### config.mk
export PLATFORM = sky130hd
export DESIGN_NAME = v2t_gain_cal
export DESIGN_NICKNAME = d
export VERILOG_FILES = /design/src/rtl/v2t_gain_cal_pkg.sv /design/src/rtl/v2t_gain_cal_abs_accum.sv /design/src/rtl/v2t_gain_cal.sv
export SDC_FILE = /design/constraint.sdc
export NUM_CORES = 1
export LEC_CHECK = 0
export ABC_CLOCK_PERIOD_IN_PS = 14000
export BUFFER_PORTS_ARGS = -buffer_cell sky130_fd_sc_hd__buf_2
export CAP_MARGIN = 15
export CELL_PAD_IN_SITES_DETAIL_PLACEMENT = 1
export CELL_PAD_IN_SITES_GLOBAL_PLACEMENT = 1
export CORE_ASPECT_RATIO = 1.5
export CORE_MARGIN = 5
export CORE_UTILIZATION = 39
export CTS_BUF_LIST = sky130_fd_sc_hd__clkbuf_16
export DETAILED_ROUTE_END_ITERATION = 10
export GPL_TIMING_DRIVEN = 0
export PLACE_DENSITY_LB_ADDON = 0.25
export SLEW_MARGIN = 25
export SYNTH_ARGS = -nofsm -noshare
export SYNTH_HDL_FRONTEND = slang
export SYNTH_SLANG_ARGS = --single-unit
### constraint.sdc
create_clock -name clk -period 14 [get_ports clk]
set_clock_uncertainty 0.15 [all_clocks]
set_input_delay 1.4 -clock clk [delete_from_list [all_inputs] [get_ports clk]]
set_output_delay 1.4 -clock clk [all_outputs]
set_load 0.01 [all_outputs]
### src/rtl/v2t_gain_cal_pkg.sv
`timescale 1ns/1ps
`default_nettype none
// ============================================================================
// Packages   : const_pack, v2t_cal_pack
// Description: Shared ADC geometry constants and the V2T gain calibration
//              types (FSM state encoding, control code type, widths).
// Revision   : 1.0 - initial release
// ============================================================================

package const_pack;
    // Number of time-interleaved slices
    localparam int Nti  = 16;
    // Signed ADC code width
    localparam int Nadc = 8;
endpackage

package v2t_cal_pack;
    import const_pack::*;

    // log2 of valid sample sets per accumulation window
    localparam int LOG2_NAVG = 8;
    // V2T control code width
    localparam int CTL_W     = 5;
    // Accumulator width: worst case 2^(Nadc-1) * 2^LOG2_NAVG fits without overflow
    localparam int ACC_W     = Nadc + LOG2_NAVG;
    // Width of the slice index used while comparing
    localparam int KIDX_W    = $clog2(Nti);

    typedef logic [CTL_W-1:0] ctl_code_t;

    // Calibration FSM state encoding
    typedef logic [2:0] v2t_cal_state_t;
    localparam v2t_cal_state_t ST_IDLE  = 3'd0;
    localparam v2t_cal_state_t ST_CLR   = 3'd1;
    localparam v2t_cal_state_t ST_ACCUM = 3'd2;
    localparam v2t_cal_state_t ST_CMP   = 3'd3;
    localparam v2t_cal_state_t ST_FIN   = 3'd4;

    // Legal control code range; code 0 is never produced
    localparam ctl_code_t CTL_MIN = ctl_code_t'(1);
    localparam ctl_code_t CTL_MAX = '1;

    // Magnitude of a signed ADC code; -2^(Nadc-1) maps to 2^(Nadc-1) as unsigned
    function automatic logic [Nadc-1:0] abs_code(input logic [Nadc-1:0] x);
        return x[Nadc-1] ? (~x + 1'b1) : x;
    endfunction
endpackage

`default_nettype wire

### src/rtl/v2t_gain_cal_abs_accum.sv
`timescale 1ns/1ps
`default_nettype none
// ============================================================================
// Module     : v2t_abs_accum
// Description: Per-slice |code| accumulator. Clears on clr_i, adds the
//              magnitude of in_i on every en_i cycle.
// Revision   : 1.0 - initial release
// ============================================================================

module v2t_abs_accum
    import const_pack::*;
    import v2t_cal_pack::*;
(
    input  logic             clk,
    input  logic             rst,
    input  logic             clr_i,
    input  logic             en_i,
    input  logic [Nadc-1:0]  in_i,
    output logic [ACC_W-1:0] acc_o
);

    logic [ACC_W-1:0] acc_q;
    logic [ACC_W-1:0] acc_d;
    logic [Nadc-1:0]  mag;

    // Next accumulator value: clear has priority over accumulation
    always_comb begin
        mag   = abs_code(in_i);
        acc_d = acc_q;
        if (clr_i) begin
            acc_d = '0;
        end else if (en_i) begin
            acc_d = acc_q + {{(ACC_W-Nadc){1'b0}}, mag};
        end
    end

    // Accumulator register
    always_ff @(posedge clk or posedge rst) begin
        if (rst) begin
            acc_q <= '0;
        end else begin
            acc_q <= acc_d;
        end
    end

    assign acc_o = acc_q;

endmodule

`default_nettype wire

### src/rtl/v2t_gain_cal.sv
`timescale 1ns/1ps
`default_nettype none
// ============================================================================
// Module     : v2t_gain_cal
// Description: On-chip V2T gain calibration engine. Accumulates |code| per
//              slice over a window, compares against target +- deadband and
//              steps each slice's V2T control code by one per pass until all
//              slices sit in the deadband or the pass limit is hit.
// Revision   : 1.0 - initial release
// ============================================================================

module v2t_gain_cal
    import const_pack::*;
    import v2t_cal_pack::*;
#(
    parameter int CTL_NOM  = 6,
    parameter int MAX_ITER = 32
) (
    input  logic                   clk,
    input  logic                   rst,
    input  logic                   start_i,
    input  logic                   adc_valid_i,
    input  logic [Nti*Nadc-1:0]    adc_in_i,
    input  logic [ACC_W-1:0]       target_sum_i,
    input  logic [ACC_W-1:0]       deadband_i,
    output logic [Nti*CTL_W-1:0]   ctl_v2tp_o,
    output logic [Nti*CTL_W-1:0]   ctl_v2tn_o,
    output logic                   busy_o,
    output logic                   done_o,
    output logic                   converged_o,
    output logic [Nti-1:0]         sat_o
);

    localparam int                  PASS_W    = $clog2(MAX_ITER + 1);
    localparam logic [PASS_W-1:0]   PASS_LAST = PASS_W'(MAX_ITER);
    localparam logic [LOG2_NAVG-1:0] SAMP_LAST = '1;
    localparam logic [KIDX_W-1:0]   K_LAST    = KIDX_W'(Nti - 1);
    localparam ctl_code_t           CODE_NOM  = ctl_code_t'(CTL_NOM);

    // ------------------------------------------------------------------
    // State
    // ------------------------------------------------------------------
    v2t_cal_state_t      state_q,  state_d;
    logic [LOG2_NAVG-1:0] samp_q,  samp_d;
    logic [KIDX_W-1:0]   k_q,      k_d;
    logic [PASS_W-1:0]   pass_q,   pass_d;
    logic                chg_q,    chg_d;
    logic                busy_q,   busy_d;
    logic                done_q,   done_d;
    logic                conv_q,   conv_d;
    logic [Nti-1:0]      sat_q,    sat_d;
    ctl_code_t           code_q [Nti];
    ctl_code_t           code_d [Nti];

    // ------------------------------------------------------------------
    // Per-slice accumulators
    // ------------------------------------------------------------------
    logic [ACC_W-1:0] acc_w [Nti];
    logic             acc_clr;
    logic             acc_en;

    assign acc_clr = (state_q == ST_CLR);
    assign acc_en  = (state_q == ST_ACCUM) && adc_valid_i;

    generate
        for (genvar gi = 0; gi < Nti; gi++) begin : g_slice
            v2t_abs_accum u_accum (
                .clk   (clk),
                .rst   (rst),
                .clr_i (acc_clr),
                .en_i  (acc_en),
                .in_i  (adc_in_i[gi*Nadc +: Nadc]),
                .acc_o (acc_w[gi])
            );
        end
    endgenerate

    // ------------------------------------------------------------------
    // Compare datapath for the slice currently indexed by k_q
    // ------------------------------------------------------------------
    logic [ACC_W-1:0] acc_sel;
    logic [ACC_W:0]   acc_ext;
    logic [ACC_W:0]   thr_hi;
    logic [ACC_W:0]   thr_lo;
    ctl_code_t        cur_code;
    logic             go_down;
    logic             go_up;
    logic             at_min;
    logic             at_max;
    logic             step_dn;
    logic             step_up;
    logic             clamp;
    logic             chg_now;

    // Threshold window and step decision; one extra bit keeps both bounds exact
    always_comb begin
        acc_sel  = acc_w[k_q];
        acc_ext  = {1'b0, acc_sel};
        // Sum of two ACC_W values never exceeds 2^(ACC_W+1)-1, so no wrap here
        thr_hi   = {1'b0, target_sum_i} + {1'b0, deadband_i};
        // Lower bound floors at zero instead of wrapping
        thr_lo   = (target_sum_i >= deadband_i) ? {1'b0, target_sum_i - deadband_i} : '0;
        cur_code = code_q[k_q];
        go_down  = (acc_ext > thr_hi);
        go_up    = (acc_ext < thr_lo);
        at_min   = (cur_code <= CTL_MIN);
        at_max   = (cur_code == CTL_MAX);
        step_dn  = go_down && !at_min;
        step_up  = go_up && !at_max;
        clamp    = (go_down && at_min) || (go_up && at_max);
        chg_now  = chg_q || step_dn || step_up;
    end

    // ------------------------------------------------------------------
    // FSM and register next-state
    // ------------------------------------------------------------------
    // Sequencing of clear / accumulate / compare passes and code updates
    always_comb begin
        state_d = state_q;
        samp_d  = samp_q;
        k_d     = k_q;
        pass_d  = pass_q;
        chg_d   = chg_q;
        busy_d  = busy_q;
        done_d  = done_q;
        conv_d  = conv_q;
        sat_d   = sat_q;
        for (int i = 0; i < Nti; i++) begin
            code_d[i] = code_q[i];
        end

        case (state_q)
            ST_IDLE: begin
                // Codes are kept so a new run continues from the last result
                if (start_i) begin
                    state_d = ST_CLR;
                    busy_d  = 1'b1;
                    done_d  = 1'b0;
                    conv_d  = 1'b0;
                    sat_d   = '0;
                    pass_d  = '0;
                end
            end

            ST_CLR: begin
                samp_d  = '0;
                k_d     = '0;
                chg_d   = 1'b0;
                state_d = ST_ACCUM;
            end

            ST_ACCUM: begin
                if (adc_valid_i) begin
                    samp_d = samp_q + 1'b1;
                    if (samp_q == SAMP_LAST) begin
                        state_d = ST_CMP;
                    end
                end
            end

            ST_CMP: begin
                if (step_dn) begin
                    code_d[k_q] = cur_code - 1'b1;
                    chg_d       = 1'b1;
                end else if (step_up) begin
                    code_d[k_q] = cur_code + 1'b1;
                    chg_d       = 1'b1;
                end
                if (clamp) begin
                    sat_d[k_q] = 1'b1;
                end
                k_d = k_q + 1'b1;
                if (k_q == K_LAST) begin
                    pass_d = pass_q + 1'b1;
                    if (!chg_now) begin
                        state_d = ST_FIN;
                        conv_d  = 1'b1;
                        busy_d  = 1'b0;
                        done_d  = 1'b1;
                    end else if ((pass_q + 1'b1) == PASS_LAST) begin
                        state_d = ST_FIN;
                        conv_d  = 1'b0;
                        busy_d  = 1'b0;
                        done_d  = 1'b1;
                    end else begin
                        state_d = ST_CLR;
                    end
                end
            end

            ST_FIN: begin
                // start is not looked at here, so a pulse in this cycle is dropped
                state_d = ST_IDLE;
            end

            default: begin
                state_d = ST_IDLE;
            end
        endcase
    end

    // State and code registers; reset restores nominal codes
    always_ff @(posedge clk or posedge rst) begin
        if (rst) begin
            state_q <= ST_IDLE;
            samp_q  <= '0;
            k_q     <= '0;
            pass_q  <= '0;
            chg_q   <= 1'b0;
            busy_q  <= 1'b0;
            done_q  <= 1'b0;
            conv_q  <= 1'b0;
            sat_q   <= '0;
            for (int i = 0; i < Nti; i++) begin
                code_q[i] <= CODE_NOM;
            end
        end else begin
            state_q <= state_d;
            samp_q  <= samp_d;
            k_q     <= k_d;
            pass_q  <= pass_d;
            chg_q   <= chg_d;
            busy_q  <= busy_d;
            done_q  <= done_d;
            conv_q  <= conv_d;
            sat_q   <= sat_d;
            for (int i = 0; i < Nti; i++) begin
                code_q[i] <= code_d[i];
            end
        end
    end

    // ------------------------------------------------------------------
    // Outputs (all straight from registers)
    // ------------------------------------------------------------------
    generate
        for (genvar go = 0; go < Nti; go++) begin : g_out
            assign ctl_v2tp_o[go*CTL_W +: CTL_W] = code_q[go];
            assign ctl_v2tn_o[go*CTL_W +: CTL_W] = code_q[go];
        end
    endgenerate

    assign busy_o      = busy_q;
    assign done_o      = done_q;
    assign converged_o = conv_q;
    assign sat_o       = sat_q;

endmodule

`default_nettype wire
==> metrics.yaml, run 1 <==
detailed_routing:
  drt_wl_total_um: 102900
  wl_per_cell_um: 23.93
  dr.pass1.iters: 5
  via_per_inst: 5.700
  drt_iter0_drc: 1136
  vias: 24510
  drcViolationCount: 0
  drtAntennaViolNets: 0
global_routing:
  grt_pass1_vias: 26470
  grt_overflow: 0
  grt_first_pass_wirelength_um: 158400
  antenna_found_initial: 1
  grt_max_degree: 94
  grt.total_usage_pct: 25.88
cells_and_area:
  fillCellCount: 8311
  multi_input_area_um2: 16630
  diodes: 0
  seq_area_um2: 9474
  drive_gt1_share_pct: 20.59
  final_util_pct: 45.22
  syn_to_final_growth_pct: 15.08
  fin_nets: 3752
synthesis:
  yosys_warnings: 0
  synth.area.top_cells: "dfrtp_1 31%, ha_1 9.7%, mux4_2 8.1%, xnor2_1 6.4%, o21ai_0 4.4%"
  ys_async_sr_fraction_pct: 100.0
  syn_avg_cell_area_um2: 9.452
  ys_ff_latch: 377
  synth_ff_type: "dfrtp_1"
  syn_area_um2: 28020
  synth-edff-count: 0
  seq_area_frac_synth_pct: 33.81
  yosys.cell_types.count: 66
  syn_inst: 2965
  yosysTopAreaCell: "dfrtp_1"
  synthesis.nets: 3364
  yosys.area.top_type_share_pct: 30.81
cts:
  cts_resized: 0
  clockRootBuffer: "clkbuf_16"
  ctsHoldBuffers: 0
  cts_made_buffers: 40
  post-cts-setup-buffer-count: 0
  cts_tree: "built"
  htreeDepth: 2
  cts.clk_slew.worst_paths_ps: 70
  cts_sinks: 377
  clockBufferDepth: 3
  insertion_delay_ps: 600
worst_hold_path:
  min_path_cells: 1
  worstHoldPathType: "flop to flop"
  holdPathEnd: "g_slice[9].u_accum.acc_o[12]$_DFFE_PP0P_"
  min_from: "g_slice[9].u_accum.acc_o[12]$_DFFE_PP0P_"
sta:
  final_max_slew_viol_count: 0
  period_share_pct: 53.80
  grt_setup_unrepaired: "false"
  fmax_mhz: 132.8
  fin_crit_ps: 7532
  finalSetupViolCount: 0
  worst_pin_slew_ps: 1116
  relSlewSlack_pct: 25.60
  hold_viol: 0
worst_setup_path:
  critPathLaunchType: "flop"
  crit_type: "flop to flop"
  end_kind: "flop"
  reg2reg_depth: 18
  r2r_start: "k_q[1]$_DFFE_PP0P_"
  required_ps: 14330
  arrival_ps: 7860
  reg2reg_slack_ps: 6470
  cp_max_fo: 10
pwr:
  power.total_uw: 5655
  p_int_uw: 3179
  p_leak_uw: 0.01543
  swShare_pct: 43.79
  vdd_drop_max_uv: 81.21
  p_comb_share_pct: 50.1
  clockPowerShare_pct: 18.8
  sequentialPowerShare_pct: 31.1
  power.density_nw_per_um2: 175.4
  p_sw_uw: 2476
die:
  core_area_um2: 71320
  ios: 343
  die_w_um: 228.9
  die_area_um2: 77430
  die_h_um: 338.3
  rows: 120
  start_util_pct: 39.29
flow_run:
  maxCapViolations: 0
placement:
  gp_congestion: 0.9099
  hpwl_um: 83050
  portBuffers: 342
status:
  outcome: "finished, final reports clean"
## critical path, stage by stage, from the launching register on
cell      delay (ps)
dfrtp_1          550
clkbuf_1         620
clkbuf_2         590
clkbuf_2         590
clkbuf_1         840
mux4_2           500
mux4_2           600
ha_1             370
nand3_1          110
o21bai_1         170
a311o_1          280
nand4_1          100
o211ai_1         170
nor2b_1          190
buf_6            140
o21bai_1         200
buf_2            290
nand4_1          430
mux2_1           480
## routing by layer
metal  GRT usage, %  wire (µm)  up-vias
met5              0          0        -
met4          11.91       5654        0
met3          3.613       4273      219
met2          48.34      54210      661
met1          28.99      38760    12390
li1               -          -    11240
## area by class of cell
type / instances / share of cell area (%)
plain buffers: 199 / 3.356
clock inverters: 34 / 0.7449
clock buffers: 40 / 3.104
well taps: 915 / 3.550
flip-flops and latches: 377 / 29.38
multi-input cells: 2163 / 51.57
inverters: 226 / 2.654
repair buffers: 346 / 5.649
## kinds of logic after synthesis
logic type,after synthesis,synth area share [%]
adders and majority gates,235,10.97
DFF,377,33.81
buffers and inverters,425,6.862
muxes,198,11.94
and+or+nand+nor,854,14.78
xor gates and xnor gates,278,8.688
AOI/OAI and AO/OA,598,12.95
## per-stage QoR
step	instance area [µm²]	setup WS [ps]	setup TNS [ps]	hold WS (ps)	std cells
after detailed placement	31000	6484	0	337.9	4226
final	32250	6468	0	350.3	4300
after floorplan	28020	2031	0	303.4	2965
after global routing	32250	6335	0	367.8	4300
after CTS	32250	6483	0	350.4	4300
after global placement	30880	-2580	-862190	323.0	4222
## worst max-delay path by stage
| stage | start | to | slack (ps) | depth (start not counted) |
|---|---|---|---|---|
| 3_5_place_dp | k_q[1]$_DFFE_PP0P_ | flop | 6480 | 18 |
| 2_1_floorplan | rst | async pin | 2030 | 1 |
| 6_report | k_q[1]$_DFFE_PP0P_ | flop | 6470 | 18 |
| 5_1_grt | k_q[0]$_DFFE_PP0P_ | flop | 6330 | 19 |
| 3_3_place_gp | rst | g_slice[13].u_accum.acc_o[1]$_DFFE_PP0P_ | -2580 | 2 |
| 4_1_cts | k_q[1]$_DFFE_PP0P_ | flop | 6480 | 18 |
## cell usage in the layout (no fill, tap or decap), drive strengths merged, types with 40 or more instances in the layout
master / instances
a21oi: 129
buf: 452
clkbuf: 133
dfrtp: 345
ha: 217
inv: 239
mux2: 80
mux4: 101
nand2: 227
nand2b: 42
nand3: 196
nor2: 181
o21ai: 248
o31ai: 51
or3: 40
xnor2: 205
xor2: 73
## power groups by stage
stage / Combinational [µW] / Sequential, µW / Clock [µW]
finish: 2830 / 1760 / 1060
global route: 3090 / 1790 / 1120
CTS: 2850 / 1760 / 1080
detailed placement: 2830 / 1770 / 0
global placement: 2700 / 1750 / 0
floorplan: 1850 / 1670 / 0
## sequential cells by signal, indices dropped and copies added, names as in the netlist, named ones only
signal	cells
busy_o	1
chg_q	1
converged_o	1
ctl_v2tn_o	64
done_o	1
g_slice.u_accum.acc_o	256
k_q	4
pass_q	6
samp_q	8
sat_o	16
state_q	3
## synth_stat cells, types with 52 or more instances
master and n:
o21ai_0 246, dfrtp_1 345, ha_1 217, mux4_2 101, clkbuf_1 92, xnor2_1 205, a21oi_1 129, nand2_1 227
nand3_1 196, buf_4 80, nor2_1 181, inv_1 226, xor2_1 73, mux2_2 52
No activity file was read; power rests on OpenSTA's default activity.
==> run 2, diff against run 1 <==
--- a/config.mk
+++ b/config.mk
@@ -5,7 +5,7 @@
 export SDC_FILE = /design/constraint.sdc
 export NUM_CORES = 1
 export LEC_CHECK = 0
-export ABC_CLOCK_PERIOD_IN_PS = 14000
+export ABC_CLOCK_PERIOD_IN_PS = 7250
 export BUFFER_PORTS_ARGS = -buffer_cell sky130_fd_sc_hd__buf_2
 export CAP_MARGIN = 15
 export CELL_PAD_IN_SITES_DETAIL_PLACEMENT = 1
==> constraint.sdc (replaced) <==
create_clock -name clk -period 7.25 [get_ports clk]
set_clock_uncertainty 0.15 [all_clocks]
set_input_delay 0.725 -clock clk [delete_from_list [all_inputs] [get_ports clk]]
set_output_delay 0.725 -clock clk [all_outputs]
set_load 0.01 [all_outputs]
==> metrics.yaml, run 2 (synthesized netlist as in run 1, its figures left out) <==
cts:
  cts_resized: 12  # was 0
  htreeDepth: 2  # unchanged
  clockRootBuffer: "clkbuf_16"  # unchanged
  cts_sinks: 377  # unchanged
  cts.clk_slew.worst_paths_ps: 70  # about the same
  ctsHoldBuffers: 0  # unchanged
  clockBufferDepth: 3  # unchanged
  cts_made_buffers: 42  # was 40
  cts_tree: "built"  # unchanged
  post-cts-setup-buffer-count: 0  # unchanged
  insertion_delay_ps: 620  # was 600 ps
worst_setup_path:
  r2r_start: "k_q[1]$_DFFE_PP0P_"  # unchanged
  crit_path_start: "k_q[1]$_DFFE_PP0P_"  # unchanged
  required_ps: 7590  # was 14330 ps
  critPathLaunchType: "flop"  # unchanged
  reg2reg_depth: 18  # unchanged
  crit_type: "flop to flop"  # unchanged
  cp_max_fo: 10  # unchanged
  cp_slowest_cell: "clkbuf_1"  # unchanged
  crit_path_cell_trace: "clkbuf_2, clkbuf_2, clkbuf_2, clkbuf_1, mux4_2, mux4_2, ha_1, nand3_1, o21bai_1, a311o_1, nand4_1, o211ai_1, nor2b_1, buf_6, o21bai_1, buf_2, nand4_1, mux2_1"  # was clkbuf_1, clkbuf_2, clkbuf_2, clkbuf_1, mux4_2, mux4_2, ha_1, nand3_1, o21bai_1, a311o_1, nand4_1, o211ai_1, nor2b_1, buf_6, o21bai_1, buf_2, nand4_1, mux2_1
  arrival_ps: 7410  # was 7860 ps
  cpMostUsedCell: "clkbuf_2"
  end_kind: "flop"  # unchanged
  critPathMaxStageDelay_ps: 590  # was 840 ps
  reg2reg_slack_ps: 180  # was 6470 ps
global_routing:
  grt.total_usage_pct: 26.14  # was 25.88%
  grt_first_pass_wirelength_um: 159700  # was 158400 µm
  grt_pass1_vias: 27190  # was 26470
  antenna_found_initial: 3  # was 1
  grt_overflow: 0  # unchanged
  grt_max_degree: 34  # was 94
sta:
  final_max_slew_viol_count: 0  # unchanged
  relSlewSlack_pct: 25.40  # was 25.60%
  fmax_mhz: 141.4  # was 132.8 MHz
  period_share_pct: 97.53  # was 53.80%
  fin_crit_ps: 7071  # was 7532 ps
  finalSetupViolCount: 0  # unchanged
  fin_tns_setup_ps: 0  # unchanged
  hold_viol: 0  # unchanged
  grt_setup_unrepaired: "false"  # unchanged
  worst_pin_slew_ps: 1119  # was 1116 ps
detailed_routing:
  drcViolationCount: 0  # unchanged
  dr.pass1.iters: 6  # was 5
  via_per_inst: 5.736  # was 5.700
  drt_wl_total_um: 104000  # was 102900 µm
  wl_per_cell_um: 24.10  # was 23.93 µm
  drtAntennaViolNets: 0  # unchanged
  vias: 24740  # was 24510
  drt_iter0_drc: 1343  # was 1136
worst_hold_path:
  worstHoldPathType: "input port to async pin"  # was flop to flop
placement:
  portBuffers: 342  # unchanged
  gp_congestion: 0.9138  # was 0.9099
  hpwl_um: 84770  # was 83050 µm
die:
  die_w_um: 228.9  # unchanged
  die_h_um: 338.3  # unchanged
  ios: 343  # unchanged
  rows: 120  # unchanged
  die_area_um2: 77430  # unchanged
  core_area_um2: 71320  # unchanged
  start_util_pct: 39.29  # unchanged
pwr:
  power.total_uw: 11310  # was 5655 µW
  vdd_drop_max_uv: 217.2  # was 81.21 µV
  p_leak_uw: 0.01566  # was 0.01543 µW
  power.density_nw_per_um2: 345.3  # was 175.4 nW/µm²
cells_and_area:
  drive_gt1_share_pct: 21.31  # was 20.59%
  largest_reg_flops: 256  # unchanged
  final_cell_mix: "348 x buf_2, 345 x dfrtp_1, 246 x o21ai_0"  # unchanged
  final_common_cell: "buf_2"  # unchanged
  final_util_pct: 45.91  # was 45.22%
  fin_nets: 3764  # was 3752
  syn_to_final_growth_pct: 16.85  # was 15.08%
status:
  outcome: "finished, final reports clean"  # unchanged
flow_run:
  maxCapViolations: 0  # unchanged
-- run 2: worst max path at each step --
stage | endpoint | slack (ps) | depth (start not counted)
floorplan | async pin | 1340 | 1
global placement | g_slice[14].u_accum.acc_o[1]$_DFFE_PP0P_ | -1180 | 2
detailed placement | flop | -250 | 19
CTS | flop | 230 | 18
global route | flop | 170 | 18
finish | flop | 180 | 18
-- run 2: critical path: cells and delay by family (launching register included) --
family                   cells  cell delay, ps
AO/OA/AOI/OAI                4             840
adder cells (fa/ha/maj)      1             370
multiplexers                 3            1560
buffers and inverters        6            2560
flip-flops                   1             550
AND/OR/NAND/NOR              4             870
-- run 2: layer usage --
layer,up-vias,wire (µm),GRT usage [%]
met5,-,13,0
met4,2,6429,13.69
met3,256,4071,3.370
met2,705,54620,48.73
met1,12540,38820,28.82
li1,11240,-,-
-- run 2: metrics by stage --
| step | setup WS (ps) | area, µm² | hold WS, ps | instances |
|---|---|---|---|---|
| CTS | 226.6 | 32740 | 18.11 | 4313 |
| global route | 172.1 | 32740 | 63.81 | 4313 |
| finish | 178.8 | 32750 | 31.97 | 4314 |
| detailed placement | -251.6 | 31220 | 341.6 | 4237 |
| global placement | -1178 | 30880 | 322.7 | 4222 |
| floorplan | 1337 | 28030 | 303.4 | 2965 |
-- run 2: where the power goes --
group | internal, µW | total (µW) | switching [µW] | leakage [µW]
Sequential | 2720 | 3400 | 681 | 0.00502
Clock | 1390 | 2400 | 1010 | 0.000745
Combinational | 2350 | 5510 | 3150 | 0.00989
Total | 6460 | 11300 | 4840 | 0.0157
-- run 2: layout make-up --
cell class | count | area, µm²
clock buffers | 42 | 1051
multi-input cells | 2163 | 16630
well taps | 915 | 1145
inverters | 226 | 852.1
clock inverters | 35 | 442.9
flip-flops and latches | 377 | 9474
diodes | 1 | 2.502
plain buffers | 198 | 1109
fillers | 8310 | 38570
repair buffers | 357 | 2042
==> run 3, diff against run 2 <==
--- a/config.mk
+++ b/config.mk
@@ -5,6 +5,7 @@
 export SDC_FILE = /design/constraint.sdc
 export NUM_CORES = 1
 export LEC_CHECK = 0
+export ABC_AREA = 1
 export ABC_CLOCK_PERIOD_IN_PS = 7250
 export BUFFER_PORTS_ARGS = -buffer_cell sky130_fd_sc_hd__buf_2
 export CAP_MARGIN = 15
@@ -16,6 +17,7 @@
 export CTS_BUF_LIST = sky130_fd_sc_hd__clkbuf_16
 export DETAILED_ROUTE_END_ITERATION = 10
 export GPL_TIMING_DRIVEN = 0
+export HOLD_SLACK_MARGIN = 0.1
 export PLACE_DENSITY_LB_ADDON = 0.25
 export SLEW_MARGIN = 25
 export SYNTH_ARGS = -nofsm -noshare
==> metrics.yaml, run 3 <==
flow_run:
  maxCapViolations: 0  # unchanged
placement:
  gp_congestion: 0.9792  # was 0.9138
  portBuffers: 342  # unchanged
  dp_cells: 5504  # was 4237
  hpwl_um: 106800  # was 84770 µm
  place_ws_ps: 80.56  # was -251.6 ps
cts:
  clockRootBuffer: "clkbuf_16"  # unchanged
  cts.clk_slew.worst_paths_ps: 70  # about the same
  post-cts-setup-buffer-count: 0  # unchanged
  cts_made_buffers: 44  # was 42
  insertion_delay_ps: 620  # about the same
  clockBufferDepth: 3  # unchanged
  htreeDepth: 2  # unchanged
  cts_sinks: 377  # unchanged
  cts_tree: "built"  # unchanged
worst_setup_path:
  reg2reg_slack_ps: 120  # was 180 ps
  arrival_ps: 7510  # was 7410 ps
  cpMostUsedCell: "nand2_1"  # was clkbuf_2
  critPathMaxStageDelay_ps: 930  # was 590 ps
  crit_path_cell_trace: "inv_2, buf_2, buf_2, clkbuf_1, clkbuf_1, nand2_1, a32oi_1, o21ai_0, a211oi_2, ha_1, nand2_1, nor2_1, a311oi_1, nand4_4, nand2_4, nand3_1, inv_1, nand2_1, nand2_1"  # was clkbuf_2, clkbuf_2, clkbuf_2, clkbuf_1, mux4_2, mux4_2, ha_1, nand3_1, o21bai_1, a311o_1, nand4_1, o211ai_1, nor2b_1, buf_6, o21bai_1, buf_2, nand4_1, mux2_1
  critPathBufInv: 6  # unchanged
  cp_max_fo: 10  # unchanged
  r2r_end: "ctl_v2tn_o[3]$_DFFE_PP0P_"
  reg2reg_depth: 19  # was 18
  cp_slowest_cell: "clkbuf_1"  # unchanged
  critPathLaunchType: "flop"  # unchanged
  required_ps: 7630  # was 7590 ps
  end_kind: "flop"  # unchanged
  r2r_start: "k_q[0]$_DFFE_PP0P_"  # was k_q[1]$_DFFE_PP0P_
  cp.depth: 19  # was 18
  crit_path_start: "k_q[0]$_DFFE_PP0P_"  # was k_q[1]$_DFFE_PP0P_
  endpoint: "ctl_v2tn_o[3]$_DFFE_PP0P_"
  path_delay_family: "buffers and inverters"  # unchanged
  crit_type: "flop to flop"  # unchanged
cells_and_area:
  largest_reg_flops: 256  # unchanged
  syn_to_final_growth_pct: 16.26  # was 16.85%
  final_common_cell: "nand2_1"  # was buf_2
  stdcell_count: 5595  # was 4314
  drive_gt1_share_pct: 14.30  # was 21.31%
  fin_nets: 4950  # was 3764
  final_cell_mix: "918 x nand2_1, 548 x inv_1, 434 x o21ai_0"  # was 348 x buf_2, 345 x dfrtp_1, 246 x o21ai_0
worst_hold_path:
  worstHoldPathType: "input port to flop"  # was input port to async pin
  min_path_cells: 4
synthesis:
  yosys_warnings: 0  # unchanged
  synth_common_cells: "918 x nand2_1, 537 x inv_1, 434 x o21ai_0"  # was 345 x dfrtp_1, 246 x o21ai_0, 227 x nand2_1
  synth_most_common_cell: "nand2_1"  # was dfrtp_1
  synthesis.nets: 4545  # was 3364
  syn_inst: 4146  # was 2965
  synth.area.top_cells: "dfrtp_1 29%, nand2_1 12%, ha_1 9.3%, o21ai_0 7.4%, inv_1 6.9%"  # was dfrtp_1 31%, ha_1 9.7%, mux4_2 8.1%, xnor2_1 6.4%, o21ai_0 4.4%
  ys_ff_latch: 377  # unchanged
  yosys.area.top_type_share_pct: 29.48  # was 30.81%
  yosysTopAreaCell: "dfrtp_1"  # unchanged
  ys_async_sr_fraction_pct: 100.0  # unchanged
  syn_area_um2: 29280  # was 28020 µm²
  synth_ff_type: "dfrtp_1"  # unchanged
  synth-edff-count: 0  # unchanged
  seq_area_frac_synth_pct: 32.36  # was 33.81%
  syn_avg_cell_area_um2: 7.062  # was 9.452 µm²
  yosys.cell_types.count: 59  # was 66
pwr:
  clockPowerShare_pct: 24.0  # was 21.2%
  vdd_drop_max_uv: 162.1  # was 217.2 µV
  p_sw_uw: 4171  # was 4845 µW
  p_int_uw: 5256  # was 6463 µW
  swShare_pct: 44.25  # was 42.84%
  sequentialPowerShare_pct: 34.2  # was 30.0%
  p_leak_uw: 0.01757  # was 0.01566 µW
  p_comb_share_pct: 41.8  # was 48.7%
  power.density_nw_per_um2: 277.0  # was 345.3 nW/µm²
  power.total_uw: 9428  # was 11310 µW
die:
  core_area_um2: 74790  # was 71320 µm²
  die_w_um: 233.7  # was 228.9 µm
  die_area_um2: 80770  # was 77430 µm²
  start_util_pct: 39.15  # was 39.29%
  rows: 123  # was 120
  die_h_um: 345.6  # was 338.3 µm
  ios: 343  # unchanged
sta:
  grt_setup_unrepaired: "false"  # unchanged
  period_share_pct: 98.34  # was 97.53%
  fmax_mhz: 140.3  # was 141.4 MHz
  worst_slack_ps: 120.1  # was 178.8 ps
  finalSetupViolCount: 0  # unchanged
  relSlewSlack_pct: 22.06  # was 25.40%
  fin_crit_ps: 7130  # was 7071 ps
  final_max_slew_viol_count: 0  # unchanged
  hold-worst-slack_ps: 334.8  # was 31.97 ps
  hold_viol: 0  # unchanged
  worst_pin_slew_ps: 1169  # was 1119 ps
global_routing:
  grt_max_degree: 30  # was 34
  grt_first_pass_wirelength_um: 200700  # was 159700 µm
  grt.total_usage_pct: 32.75  # was 26.14%
  antenna_found_initial: 14  # was 3
  grt_pass1_vias: 33490  # was 27190
  grt_overflow: 0  # unchanged
detailed_routing:
  drt_wl_total_um: 135800  # was 104000 µm
  drcViolationCount: 0  # unchanged
  drtAntennaViolNets: 0  # unchanged
  via_per_inst: 5.649  # was 5.736
  wl_per_cell_um: 24.26  # was 24.10 µm
  dr.pass1.iters: 5  # was 6
  vias: 31610  # was 24740
  drt_iter0_drc: 1983  # was 1343
status:
  outcome: "finished, final reports clean"  # unchanged
run 3: cell type report:
class                           count  area [µm²]
Antenna cell                        9       22.52
Timing Repair Buffer              359        2049
Multi-Input combinational cell   2987       16480
Tap cell                         1000        1251
Clock buffer                       45        1126
Fill cell                        9878       40750
Sequential cell                   377        9474
Buffer                            229        1311
Clock inverter                     36       249.0
Inverter                          553        2079
run 3: cell families (layout without fill, tap and decap cells):
| kind of cell | after synthesis | after routing | share of synthesized area, % |
|---|---|---|---|
| simple gates | 1639 | 1639 | 23.57 |
| compound gates | 1010 | 1010 | 18.98 |
| buf+inv | 782 | 1222 | 11.49 |
| flops | 377 | 377 | 32.36 |
| fa+ha+maj | 235 | 235 | 10.50 |
| xor+xnor | 103 | 103 | 3.107 |
| other cells | 0 | 9 | 0 |
run 3: power by group through the flow:
| stage | registers [µW] | logic [µW] | clock network, µW |
|---|---|---|---|
| after floorplan | 3000 | 2690 | 0 |
| after global placement | 3220 | 3660 | 0 |
| after detailed placement | 3240 | 3860 | 0 |
| after CTS | 3210 | 3890 | 2260 |
| after global routing | 3270 | 4410 | 2340 |
| final | 3230 | 3940 | 2260 |
run 3: through the flow:
step,cell area [µm²],utilization [%],TNS (ps)
global route,34020,45.49,0
global placement,32250,43.11,-568790
floorplan,29280,-,0
CTS,33990,45.44,0
finish,34040,45.51,0
detailed placement,32600,43.59,0
run 3: timing repair:
item / 4_1_cts / 5_1_grt
hold buffers: 1 / 0
gates resized for setup: 0 / 27
endpoints found under the hold margin: 20 / 0
setup endpoints to repair: 0 / 55
run 3: worst min-delay path by stage:
stage / from / end
3_3_place_gp: ctl_v2tn_o[52]$_DFFE_PP1P_ / ctl_v2tn_o[52]$_DFFE_PP1P_
4_1_cts: adc_in_i[64] / g_slice[8].u_accum.acc_o[0]$_DFFE_PP0P_
6_report: adc_in_i[64] / g_slice[8].u_accum.acc_o[0]$_DFFE_PP0P_
2_1_floorplan: samp_q[6]$_DFFE_PP0P_ / samp_q[6]$_DFFE_PP0P_
3_5_place_dp: ctl_v2tn_o[52]$_DFFE_PP1P_ / ctl_v2tn_o[52]$_DFFE_PP1P_
5_1_grt: ctl_v2tn_o[52]$_DFFE_PP1P_ / ctl_v2tn_o[52]$_DFFE_PP1P_
run 3: worst min-delay path: stages:
cell	delay [ps]
buf_2	110
ha_1	130
nand2_1	40
o21ai_0	60
run 3: metal layers:
metal | wire, µm | share of wire (%) | global-route usage [%] | vias up
li1 | - | - | - | 14460
met1 | 47990 | 35 | 34.61 | 15410
met2 | 66080 | 49 | 56.91 | 1227
met3 | 8659 | 6.4 | 6.126 | 511
met4 | 13000 | 9.6 | 24.99 | 6
met5 | 41 | 0.030 | 0 | -
